$ cat src/rtl/c7b_pkg.sv
// Shared types for the c7bicu request arbiter.
// Master ids, default outstanding depth, ID-queue entry.
package c7b_pkg;

  localparam int C7B_OUTST = 2;

  typedef enum logic {
    C7B_MST_IFU = 1'b0,
    C7B_MST_AUX = 1'b1
  } c7b_mst_e;

  typedef struct packed {
    c7b_mst_e id;
    logic     kill;
  } c7b_ent_t;

endpackage

$ cat src/rtl/c7bicu_arb_if.sv
// Master/ICU side signal bundle of the c7bicu arbiter.
// slave: arbiter view, master: requester/ICU view.
interface c7bicu_arb_if #(
  parameter int ADDR_W = 32
) ();

  logic              m0_req;
  logic [ADDR_W-1:0] m0_addr;
  logic              m0_flush;
  logic              m0_ack;
  logic              m0_data_valid;
  logic              m1_req;
  logic [ADDR_W-1:0] m1_addr;
  logic              m1_ack;
  logic              m1_data_valid;
  logic              arb_icu_req;
  logic [ADDR_W-1:0] arb_icu_addr;
  logic              icu_arb_ack;
  logic              icu_arb_data_valid;
  logic              arb_err;

  modport slave (
    input  m0_req,
    input  m0_addr,
    input  m0_flush,
    input  m1_req,
    input  m1_addr,
    input  icu_arb_ack,
    input  icu_arb_data_valid,
    output m0_ack,
    output m0_data_valid,
    output m1_ack,
    output m1_data_valid,
    output arb_icu_req,
    output arb_icu_addr,
    output arb_err
  );

  modport master (
    output m0_req,
    output m0_addr,
    output m0_flush,
    output m1_req,
    output m1_addr,
    output icu_arb_ack,
    output icu_arb_data_valid,
    input  m0_ack,
    input  m0_data_valid,
    input  m1_ack,
    input  m1_data_valid,
    input  arb_icu_req,
    input  arb_icu_addr,
    input  arb_err
  );

endinterface

$ cat src/rtl/c7bicu_arb_idq.sv
// In-order owner-id queue for accepted ICU requests.
// Kill marks every stored IFU entry; a same-cycle push stays live.
module c7bicu_arb_idq
  import c7b_pkg::*;
#(
  parameter int DEPTH = C7B_OUTST
) (
  input  logic     clk,
  input  logic     reset,
  input  logic     push_i,
  input  c7b_mst_e push_id_i,
  input  logic     pop_i,
  input  logic     kill_i,
  output logic     full_o,
  output logic     empty_o,
  output c7b_ent_t head_o
);

  localparam int PW = $clog2(DEPTH);
  localparam logic [PW:0] FULL = (PW+1)'(DEPTH);

  c7b_ent_t      mem_q [DEPTH];
  logic [PW-1:0] wr_q;
  logic [PW-1:0] rd_q;
  logic [PW:0]   cnt_q;
  logic [PW:0]   cnt_d;

  always_comb begin
    cnt_d = cnt_q;
    unique case ({push_i, pop_i})
      2'b10:   cnt_d = cnt_q + 1'b1;
      2'b01:   cnt_d = cnt_q - 1'b1;
      default: cnt_d = cnt_q;
    endcase
  end

  assign full_o  = (cnt_q == FULL);
  assign empty_o = (cnt_q == '0);
  assign head_o  = mem_q[rd_q];

  always_ff @(posedge clk or posedge reset) begin
    if (reset) begin
      for (int i = 0; i < DEPTH; i++) begin
        mem_q[i] <= '0;
      end
      wr_q  <= '0;
      rd_q  <= '0;
      cnt_q <= '0;
    end else begin
      if (kill_i) begin
        for (int i = 0; i < DEPTH; i++) begin
          if (mem_q[i].id == C7B_MST_IFU) begin
            mem_q[i].kill <= 1'b1;
          end
        end
      end
      if (push_i) begin
        mem_q[wr_q] <= '{id: push_id_i, kill: 1'b0};
        wr_q        <= wr_q + 1'b1;
      end
      if (pop_i) begin
        rd_q <= rd_q + 1'b1;
      end
      cnt_q <= cnt_d;
    end
  end

endmodule

$ cat src/rtl/c7bicu_arb.sv
// Two-master arbiter for the ICU ic1/ic2 port with owner tracking.
// `define C7BICU_ARB_RR_EN for round-robin, else fixed m0 priority.
module c7bicu_arb
  import c7b_pkg::*;
#(
  parameter int ADDR_W = 32,
  parameter int OUTST  = C7B_OUTST
) (
  input logic           clk,
  input logic           reset,
  c7bicu_arb_if.slave   bus
);

  logic              lock_q;
  logic              lock_d;
  c7b_mst_e          lock_id_q;
  c7b_mst_e          lock_id_d;
  logic              lock_eff;
  logic              gnt_vld;
  c7b_mst_e          gnt_id;
  logic [ADDR_W-1:0] gnt_addr;
  logic              icu_req;
  logic              push;
  logic              pop;
  logic              full;
  logic              empty;
  logic              flush_gnt;
  c7b_ent_t          head;

`ifdef C7BICU_ARB_RR_EN
  c7b_mst_e rr_q;
  c7b_mst_e rr_d;
`endif

  // A lock only counts while its owner keeps requesting
  assign lock_eff = lock_q &
    (lock_id_q == C7B_MST_AUX ? bus.m1_req : bus.m0_req);

  always_comb begin
    gnt_vld = 1'b0;
    gnt_id  = C7B_MST_IFU;
    if (lock_eff) begin
      gnt_vld = 1'b1;
      gnt_id  = lock_id_q;
    end else if (bus.m0_req && bus.m1_req) begin
      gnt_vld = 1'b1;
`ifdef C7BICU_ARB_RR_EN
      gnt_id  = rr_q;
`else
      gnt_id  = C7B_MST_IFU;
`endif
    end else if (bus.m0_req) begin
      gnt_vld = 1'b1;
      gnt_id  = C7B_MST_IFU;
    end else if (bus.m1_req) begin
      gnt_vld = 1'b1;
      gnt_id  = C7B_MST_AUX;
    end
  end

  always_comb begin
    gnt_addr = '0;
    if (gnt_vld) begin
      gnt_addr = (gnt_id == C7B_MST_AUX) ?
        bus.m1_addr : bus.m0_addr;
    end
  end

  // A full queue still accepts when a response frees a slot
  assign pop     = bus.icu_arb_data_valid & ~empty;
  assign icu_req = gnt_vld & (~full | pop);
  assign push    = icu_req & bus.icu_arb_ack;

  assign bus.arb_icu_req  = icu_req;
  assign bus.arb_icu_addr = gnt_addr;
  assign bus.m0_ack = push & (gnt_id == C7B_MST_IFU);
  assign bus.m1_ack = push & (gnt_id == C7B_MST_AUX);

  assign bus.m0_data_valid = pop & ~head.kill &
    (head.id == C7B_MST_IFU) & ~bus.m0_flush;
  assign bus.m1_data_valid = pop & ~head.kill &
    (head.id == C7B_MST_AUX);
  assign bus.arb_err = bus.icu_arb_data_valid & empty;

  assign flush_gnt = bus.m0_flush & (gnt_id == C7B_MST_IFU);

  always_comb begin
    lock_d    = (lock_eff | (icu_req & ~bus.icu_arb_ack)) &
                ~push & ~flush_gnt;
    lock_id_d = gnt_id;
  end

`ifdef C7BICU_ARB_RR_EN
  always_comb begin
    rr_d = rr_q;
    if (push) begin
      rr_d = (gnt_id == C7B_MST_IFU) ? C7B_MST_AUX : C7B_MST_IFU;
    end
  end
`endif

  always_ff @(posedge clk or posedge reset) begin
    if (reset) begin
      lock_q    <= 1'b0;
      lock_id_q <= C7B_MST_IFU;
`ifdef C7BICU_ARB_RR_EN
      rr_q      <= C7B_MST_IFU;
`endif
    end else begin
      lock_q    <= lock_d;
      lock_id_q <= lock_id_d;
`ifdef C7BICU_ARB_RR_EN
      rr_q      <= rr_d;
`endif
    end
  end

  c7bicu_arb_idq #(
    .DEPTH (OUTST)
  ) u_idq (
    .clk       (clk),
    .reset     (reset),
    .push_i    (push),
    .push_id_i (gnt_id),
    .pop_i     (pop),
    .kill_i    (bus.m0_flush),
    .full_o    (full),
    .empty_o   (empty),
    .head_o    (head)
  );

endmodule

$ cat src/flat_wrapper.sv
// flat-port wrapper written by rule: the top's interface ports become plain ports
module c7bicu_arb_flat import c7b_pkg::*;
#(
  parameter int ADDR_W = 32,
  parameter int OUTST  = C7B_OUTST
)
  (clk, reset, bus_m0_req, bus_m0_addr, bus_m0_flush, bus_m1_req, bus_m1_addr, bus_icu_arb_ack, bus_icu_arb_data_valid, bus_m0_ack, bus_m0_data_valid, bus_m1_ack, bus_m1_data_valid, bus_arb_icu_req, bus_arb_icu_addr, bus_arb_err);
  c7bicu_arb_if #(.ADDR_W(ADDR_W)) bus_i ();
  input logic clk;
  input logic reset;
  input wire logic [$bits(bus_i.m0_req)-1:0] bus_m0_req;
  input wire logic [$bits(bus_i.m0_addr)-1:0] bus_m0_addr;
  input wire logic [$bits(bus_i.m0_flush)-1:0] bus_m0_flush;
  input wire logic [$bits(bus_i.m1_req)-1:0] bus_m1_req;
  input wire logic [$bits(bus_i.m1_addr)-1:0] bus_m1_addr;
  input wire logic [$bits(bus_i.icu_arb_ack)-1:0] bus_icu_arb_ack;
  input wire logic [$bits(bus_i.icu_arb_data_valid)-1:0] bus_icu_arb_data_valid;
  output wire logic [$bits(bus_i.m0_ack)-1:0] bus_m0_ack;
  output wire logic [$bits(bus_i.m0_data_valid)-1:0] bus_m0_data_valid;
  output wire logic [$bits(bus_i.m1_ack)-1:0] bus_m1_ack;
  output wire logic [$bits(bus_i.m1_data_valid)-1:0] bus_m1_data_valid;
  output wire logic [$bits(bus_i.arb_icu_req)-1:0] bus_arb_icu_req;
  output wire logic [$bits(bus_i.arb_icu_addr)-1:0] bus_arb_icu_addr;
  output wire logic [$bits(bus_i.arb_err)-1:0] bus_arb_err;
  assign bus_i.m0_req = bus_m0_req;
  assign bus_i.m0_addr = bus_m0_addr;
  assign bus_i.m0_flush = bus_m0_flush;
  assign bus_i.m1_req = bus_m1_req;
  assign bus_i.m1_addr = bus_m1_addr;
  assign bus_i.icu_arb_ack = bus_icu_arb_ack;
  assign bus_i.icu_arb_data_valid = bus_icu_arb_data_valid;
  assign bus_m0_ack = bus_i.m0_ack;
  assign bus_m0_data_valid = bus_i.m0_data_valid;
  assign bus_m1_ack = bus_i.m1_ack;
  assign bus_m1_data_valid = bus_i.m1_data_valid;
  assign bus_arb_icu_req = bus_i.arb_icu_req;
  assign bus_arb_icu_addr = bus_i.arb_icu_addr;
  assign bus_arb_err = bus_i.arb_err;
  c7bicu_arb #(.ADDR_W(ADDR_W), .OUTST(OUTST)) u_core (.clk(clk), .reset(reset), .bus(bus_i));
endmodule
$ cat config.mk
export PLATFORM = sky130hd
export DESIGN_NAME = c7bicu_arb_flat
export DESIGN_NICKNAME = d
export VERILOG_FILES = /design/src/rtl/c7b_pkg.sv /design/src/rtl/c7bicu_arb_if.sv /design/src/rtl/c7bicu_arb_idq.sv /design/src/rtl/c7bicu_arb.sv /design/src/flat_wrapper.sv
export SDC_FILE = /design/constraint.sdc
export NUM_CORES = 1
export LEC_CHECK = 0
export ABC_AREA = 1
export CORE_MARGIN = 5
export CORE_UTILIZATION = 30
export CTS_CLUSTER_SIZE = 28
export DETAILED_ROUTE_END_ITERATION = 8
export PLACE_DENSITY = 0.78
export SYNTH_ARGS = -nofsm -noshare
export SYNTH_HDL_FRONTEND = slang
export SYNTH_SLANG_ARGS = --single-unit
$ cat constraint.sdc
create_clock -name clk -period 2.9 [get_ports clk]
set_input_delay 0.29 -clock clk [delete_from_list [all_inputs] [get_ports clk]]
set_output_delay 0.29 -clock clk [all_outputs]
set_load 0.1 [all_outputs]
==> Yosys cells after proc, flatten, opt, wreduce, memory -nomap -nowiden <==
Index checks and enable logic that the tools add are counted.
{ "totals": {"ff_bits": 10, "latch_bits": 0, "ramBits": 0, "romBits": 0, "out_inout_bits": 38, "mem_count": 0} }
{ "op_classes": {"addsub": 4, "mul": 0, "div": 0, "order_cmp": 3, "n_eq_ne": 3, "shift": 0, "mux": 22, "n_bitwise": 28, "reduce_logical": 4} }
{ "ops": {"columns": ["op", "count"], "rows": [
  ["$mux W32", 2],
  ["$and A1 B1 Y1", 15],
  ["$mux W1", 12],
  ["$not A1 Y1", 9],
  ["$mux W2", 4],
  ["$bwmux W4", 1],
  ["$eq A2 B2 Y1 const B", 2],
  ["$ge A2 B2 Y1 const B", 2],
  ["$not A1 Y2", 2],
  ["$pmux W2 S2", 1],
  ["$mux W3", 1],
  ["$add A1 B1 Y1 const B", 2],
  ["$add A2 B1 Y2 const B", 1],
  ["$demux W2 S1", 1],
  ["$eq A2 B1 Y1 const B", 1],
  ["$logic_and A1 B1 Y1", 2],
  ["$logic_not A2 Y1", 1],
  ["$lt A2 B1 Y1 const B", 1],
  ["$or A1 B1 Y1", 2],
  ["$reduce_bool A2 Y1", 1],
  ["$sub A2 B1 Y2 const B", 1]
]} }

==> Logic depth before layout (Yosys ltp) <==
{ "depth": {"ltp_word": 9, "mapped_depth": 7, "mapped_depth_nobuf": 7} }

==> By module <==
From an unflattened synthesis, not the netlist that was laid out.
{ "unflattened": {"cells_unflattened": 184, "area_unflattened_um2": 1042.2} }
{ "by_module_without_submodules": {"columns": ["module", "n_inst", "cells_each", "area_per_inst_um2", "seq_area_each_um2"], "rows": [
  ["c7bicu_arb", 1, 140, 666.9, 50.0],
  ["c7bicu_arb_idq", 1, 44, 375.4, 200.2]
]} }

==> Worst setup path after synthesis <==
No wires, ideal clock.
{ "synth_timing": {"path_type": "reg2out", "from": "register u_core.u_idq.cnt_q[0]", "to": "output port bus_arb_err", "t_arrival_ns": 2.487, "t_required_ns": 2.610, "slack_ns": 0.123, "stages_incl_launch_ff": 2, "n_path_buf": 0, "path_cell_list": "dfrtp_1 nor3_1"} }
{ "synth_between": {"elab_chain_len": 2} }
{ "synth_lines": {"columns": ["item", "line_no", "source"], "rows": [
  ["start: declaration", "c7bicu_arb_idq.sv:25", "logic [PW:0] cnt_q;"],
  ["start signal: assignment", "c7bicu_arb_idq.sv:64", "cnt_q <= cnt_d;"],
  ["$logic_not A2 Y1", "c7bicu_arb_idq.sv:38", "assign empty_o = (cnt_q == '0);"],
  ["$and A1 B1 Y1", "c7bicu_arb.sv:83", "assign bus.arb_err = bus.icu_arb_data_valid & empty;"],
  ["end: declaration", "flat_wrapper.sv:24", "output wire logic [$bits(bus_i.arb_err)-1:0] bus_arb_err;"]
]} }
No other way between the ends.

==> Worst setup path after layout <==
{ "layout_timing": {"from": "input port bus_m0_req", "to": "output port bus_arb_icu_addr[7]"} }
{ "layout_between": {"elab_chain_len": 5, "elab_cells_between_ends": 11, "classes_between": "mux: 9; bitwise: 1; reduce/logical: 1"} }
{ "layout_lines": {"columns": ["item", "line_no", "source"], "rows": [
  ["start: declaration", "flat_wrapper.sv:11", "input wire logic [$bits(bus_i.m0_req)-1:0] bus_m0_req;"],
  ["$mux W1, or another cell as far along", "c7bicu_arb.sv:52", "end else if (bus.m0_req) begin"],
  ["$mux W1 / $and A1 B1 Y1 (equally long branches)", "c7bicu_arb.sv:45, c7bicu_arb.sv:36", null],
  ["$mux W1", "c7bicu_arb.sv:42", "if (lock_eff) begin"],
  ["$mux W32", "c7bicu_arb.sv:64", "gnt_addr = (gnt_id == C7B_MST_AUX) ?"],
  ["$mux W32 *", "c7bicu_arb.sv:63", "if (gnt_vld) begin"],
  ["end: declaration", "flat_wrapper.sv:23", "output wire logic [$bits(bus_i.arb_icu_addr)-1:0] bus_arb_icu_addr;"]
]} }
Mark *: on every way between the ends. The rest lies on a longest branch, timed or not.

==> results.md <==
* Routed length per placed instance at roughly 11 um
* Hold WC Path Type: input pin to asynchronous set/reset pin
* Num CTS Buffers at 3
* Antenna violations before repair at 0
* Leak Pwr at roughly 1.4 nW
* Syn. warnings at 0
* Flops & latches, synth at 10
* Clk slew on worst S/H paths at ~0.050 ns
* CTS Buffer Depth at 2
* Simple-Gate Fraction of Synth Area at 0.5025
* Fin crit share at 0.7787
* Vias in the first global route at between 1.5k and 2k
* Critical path data required time at between 2 and 3 ns
* Antenna fix cells at 0
* Via count at between 1.5k and 2k
* ANT nets after route at 0
* Most frequent cells in the layout: 80 x nand2_1, 73 x nor2_1, 70 x clkdlybuf4s50_1, 44 x inv_1, 36 x buf_12
* Critical Path Start: bus_m0_req
* Met1 Use GR at 0.1746
* Vias/cell at 4.224
* Synth unique cells at 21
* Synth top area share at 0.2442
* DRT iter0 DRCs at 67
* Post-CTS setup buffers at 0
* Largest family of logic cells by synthesized area: simple AND/OR/NAND/NOR gates
* First-pass GRT wire length at 6810 um
* Outcome: completed
* CTS Hold Bufs at 0
* Area of the die at roughly 0.0055 sq mm
* Synth area leader: nand2_1
* Maxcap violations at 0
* Pre-Repair DR Iteration Count at 4
* Routing usage on met2 at 0.3012
* Final-layout fill cell count at 363
* Final Net Count at between 400 and 500
* Min Clock Period, post-route at 2.258 ns
* Most used routing layer: met2
* Worst path max stage delay at 0.53 ns
* Fin. max-slew vios at 0
* TNS Setup at 0 ns
* Final Hold Fails at 0
* Die Wd at around 74 um
* Root Buffer: clkbuf_8
* Unrepaired setup endpoints after global routing: no
* Post-synthesis xor/xnor area fraction at 0.02136
* Proportion of synthesized area in mux cells at 0.008138
* Total congestion overflow at 0
* Slew HR at 0.7545
* Reg2Reg Depth at 7
* Post-Syn Nets at 310
* Sequential fraction of the synthesis area at 0.2035
* Peak VDD IR at about 0.00040 V
* CTS tree: yes
* Hpwl dp at ~3800 um
* Area Overhead vs Synth at 120.2%
* Site Rows at 23
* Most common cell after layout, fill and taps aside: nand2_1
* Reg-to-Reg End: u_core.u_idq.cnt_q[1]
* Initial Utilization at 0.3075
* Setup WS pre-CTS at about 0.64 ns
* CP max FO at 21
* # clock sinks at 10
* Synth Cell Area at around 0.0012 sq mm
* Met3 Track Usage GR at 0.04054
* Worst skew pair latency at between 0.2 and 0.25 ns
* Hold slack at about 0.32 ns
* CORE AREA at roughly 0.0040 sq mm
* Power density over the cells at roughly 580 mW/mm^2
* Synthesized netlist cell count at between 200 and 250
* Chip height at 74.03 um
* Slew @ Worst Pin at between 0.3 and 0.4 ns
* Top Ports at roughly 110
* Crit path max-delay cell type: clkdlybuf4s50_1
* Final worst slack at between 0.6 and 0.7 ns
* Post-Synth Adder-Cell Area at 0.01017
* Syn_area_per_cell at between 5 and 6 sq um
* I/O Buffers at 108
* Final WL at around 4500 um
* Final setup violation count at 0
* Post-cts sizing count at 0
* Crit-path cells: clkdlybuf4s50_1 > inv_1 > nand2_2 > buf_4 > nand2_1 > nor2_1 > buf_12
* R2R setup slack at 1.22 ns
* Critical Path Start Type: input pin
* Leading cell types by total area after synthesis: nand2_1 24%, nor2_1 22%, dfrtp_1 20%
* RePlAce Congestion at slightly below 0.8
* # DRC at 0
* Fmax at between 0.4 and 0.5 GHz
* Synth Area in Compound Gates at 0.04374
* Largest net degree at the start of global routing at 71
* Proportion of layout cells with a drive suffix above 1 at 0.1404
* CP arrival at about 2 ns
* Post-Route Skew at between 0.005 and 0.006 ns
* CP Capture Type: primary output
* H-tree depth at 1
* Reg-to-Reg Start: u_core.u_idq.cnt_q[0]
* Tot GR Track Use at 0.1575
* Tot Pwr at roughly 1.6 mW
* WS Path Type: input pin to primary output
==> per-layer routing <==
| layer | routed length (um) | part of all wire |
|---|---|---|
| met5 | 0 | 0 |
| met4 | 25 | 0.0056 |
| met3 | 483 | 0.11 |
| met2 | 2300 | 0.52 |
| met1 | 1653 | 0.37 |
==> synth_stat cells, drive strengths merged <==
master / n
nand4: 2
o211ai: 1
nor2: 73
nand2: 81
xnor2: 1
a21oi: 2
nor3: 1
ha: 1
buf: 10
mux2i: 1
dfrtp: 10
nand3: 3
inv: 45
o21ai: 5
xor2: 2
==> per-stage QoR <==
stage,cells,cell area [sq um],utilization
6_report,392,2709,0.6772
5_1_grt,392,2709,0.6772
3_3_place_gp,388,2654,0.6634
2_1_floorplan,238,1230,-
4_1_cts,392,2709,0.6772
3_5_place_dp,388,2654,0.6634
==> critical path, delay by kind of cell <==
family | cells | cell delay (ns)
buffers and inverters | 4 | 1.13
AND/OR/NAND/NOR | 3 | 0.53
==> where the power goes <==
group | switching [mW] | internal [mW]
logic | 0.726 | 0.410
registers | 0.0489 | 0.202
clock network | 0.0533 | 0.119
total | 0.829 | 0.732
==> logic make-up (layout without fill, tap and decap cells) <==
group	Yosys count	in the layout
AND/OR/NAND/NOR	160	160
buffers and inverters	55	159
flip-flops	10	10
AO/OA/AOI/OAI	8	8
XOR/XNOR	3	3
adder cells (fa/ha/maj)	1	1
multiplexers	1	1
==> how the worst max path moves through the flow <==
stage | cells past startpoint | slack [ns] | end
5_1_grt | 7 | 0.50 | bus_arb_icu_addr[12]
6_report | 7 | 0.64 | bus_arb_icu_addr[7]
4_1_cts | 7 | 0.63 | bus_arb_icu_addr[7]
3_3_place_gp | 7 | 0.68 | bus_arb_icu_addr[1]
3_5_place_dp | 7 | 0.64 | bus_arb_icu_addr[7]
2_1_floorplan | 1 | 0.12 | bus_arb_err
==> layout make-up <==
type | instances | area (sq um) | area share
repair buffers | 110 | 1451 | 0.5358
multi-input cells | 173 | 720.7 | 0.2661
flip-flops and latches | 10 | 250.2 | 0.09238
inverters | 45 | 168.9 | 0.06236
well taps | 50 | 62.56 | 0.02309
clock buffers | 4 | 55.05 | 0.02032
==> sequential cells by signal (all words and copies together), names as in the netlist <==
| name | cells |
|---|---|
| u_core.u_idq.rd_q | 1 |
| u_core.lock_id_q | 1 |
| u_core.u_idq.cnt_q | 2 |
| u_core.u_idq.wr_q | 1 |
| u_core.u_idq.mem_q | 4 |
| u_core.lock_q | 1 |
(Power assumes the default switching activity.)
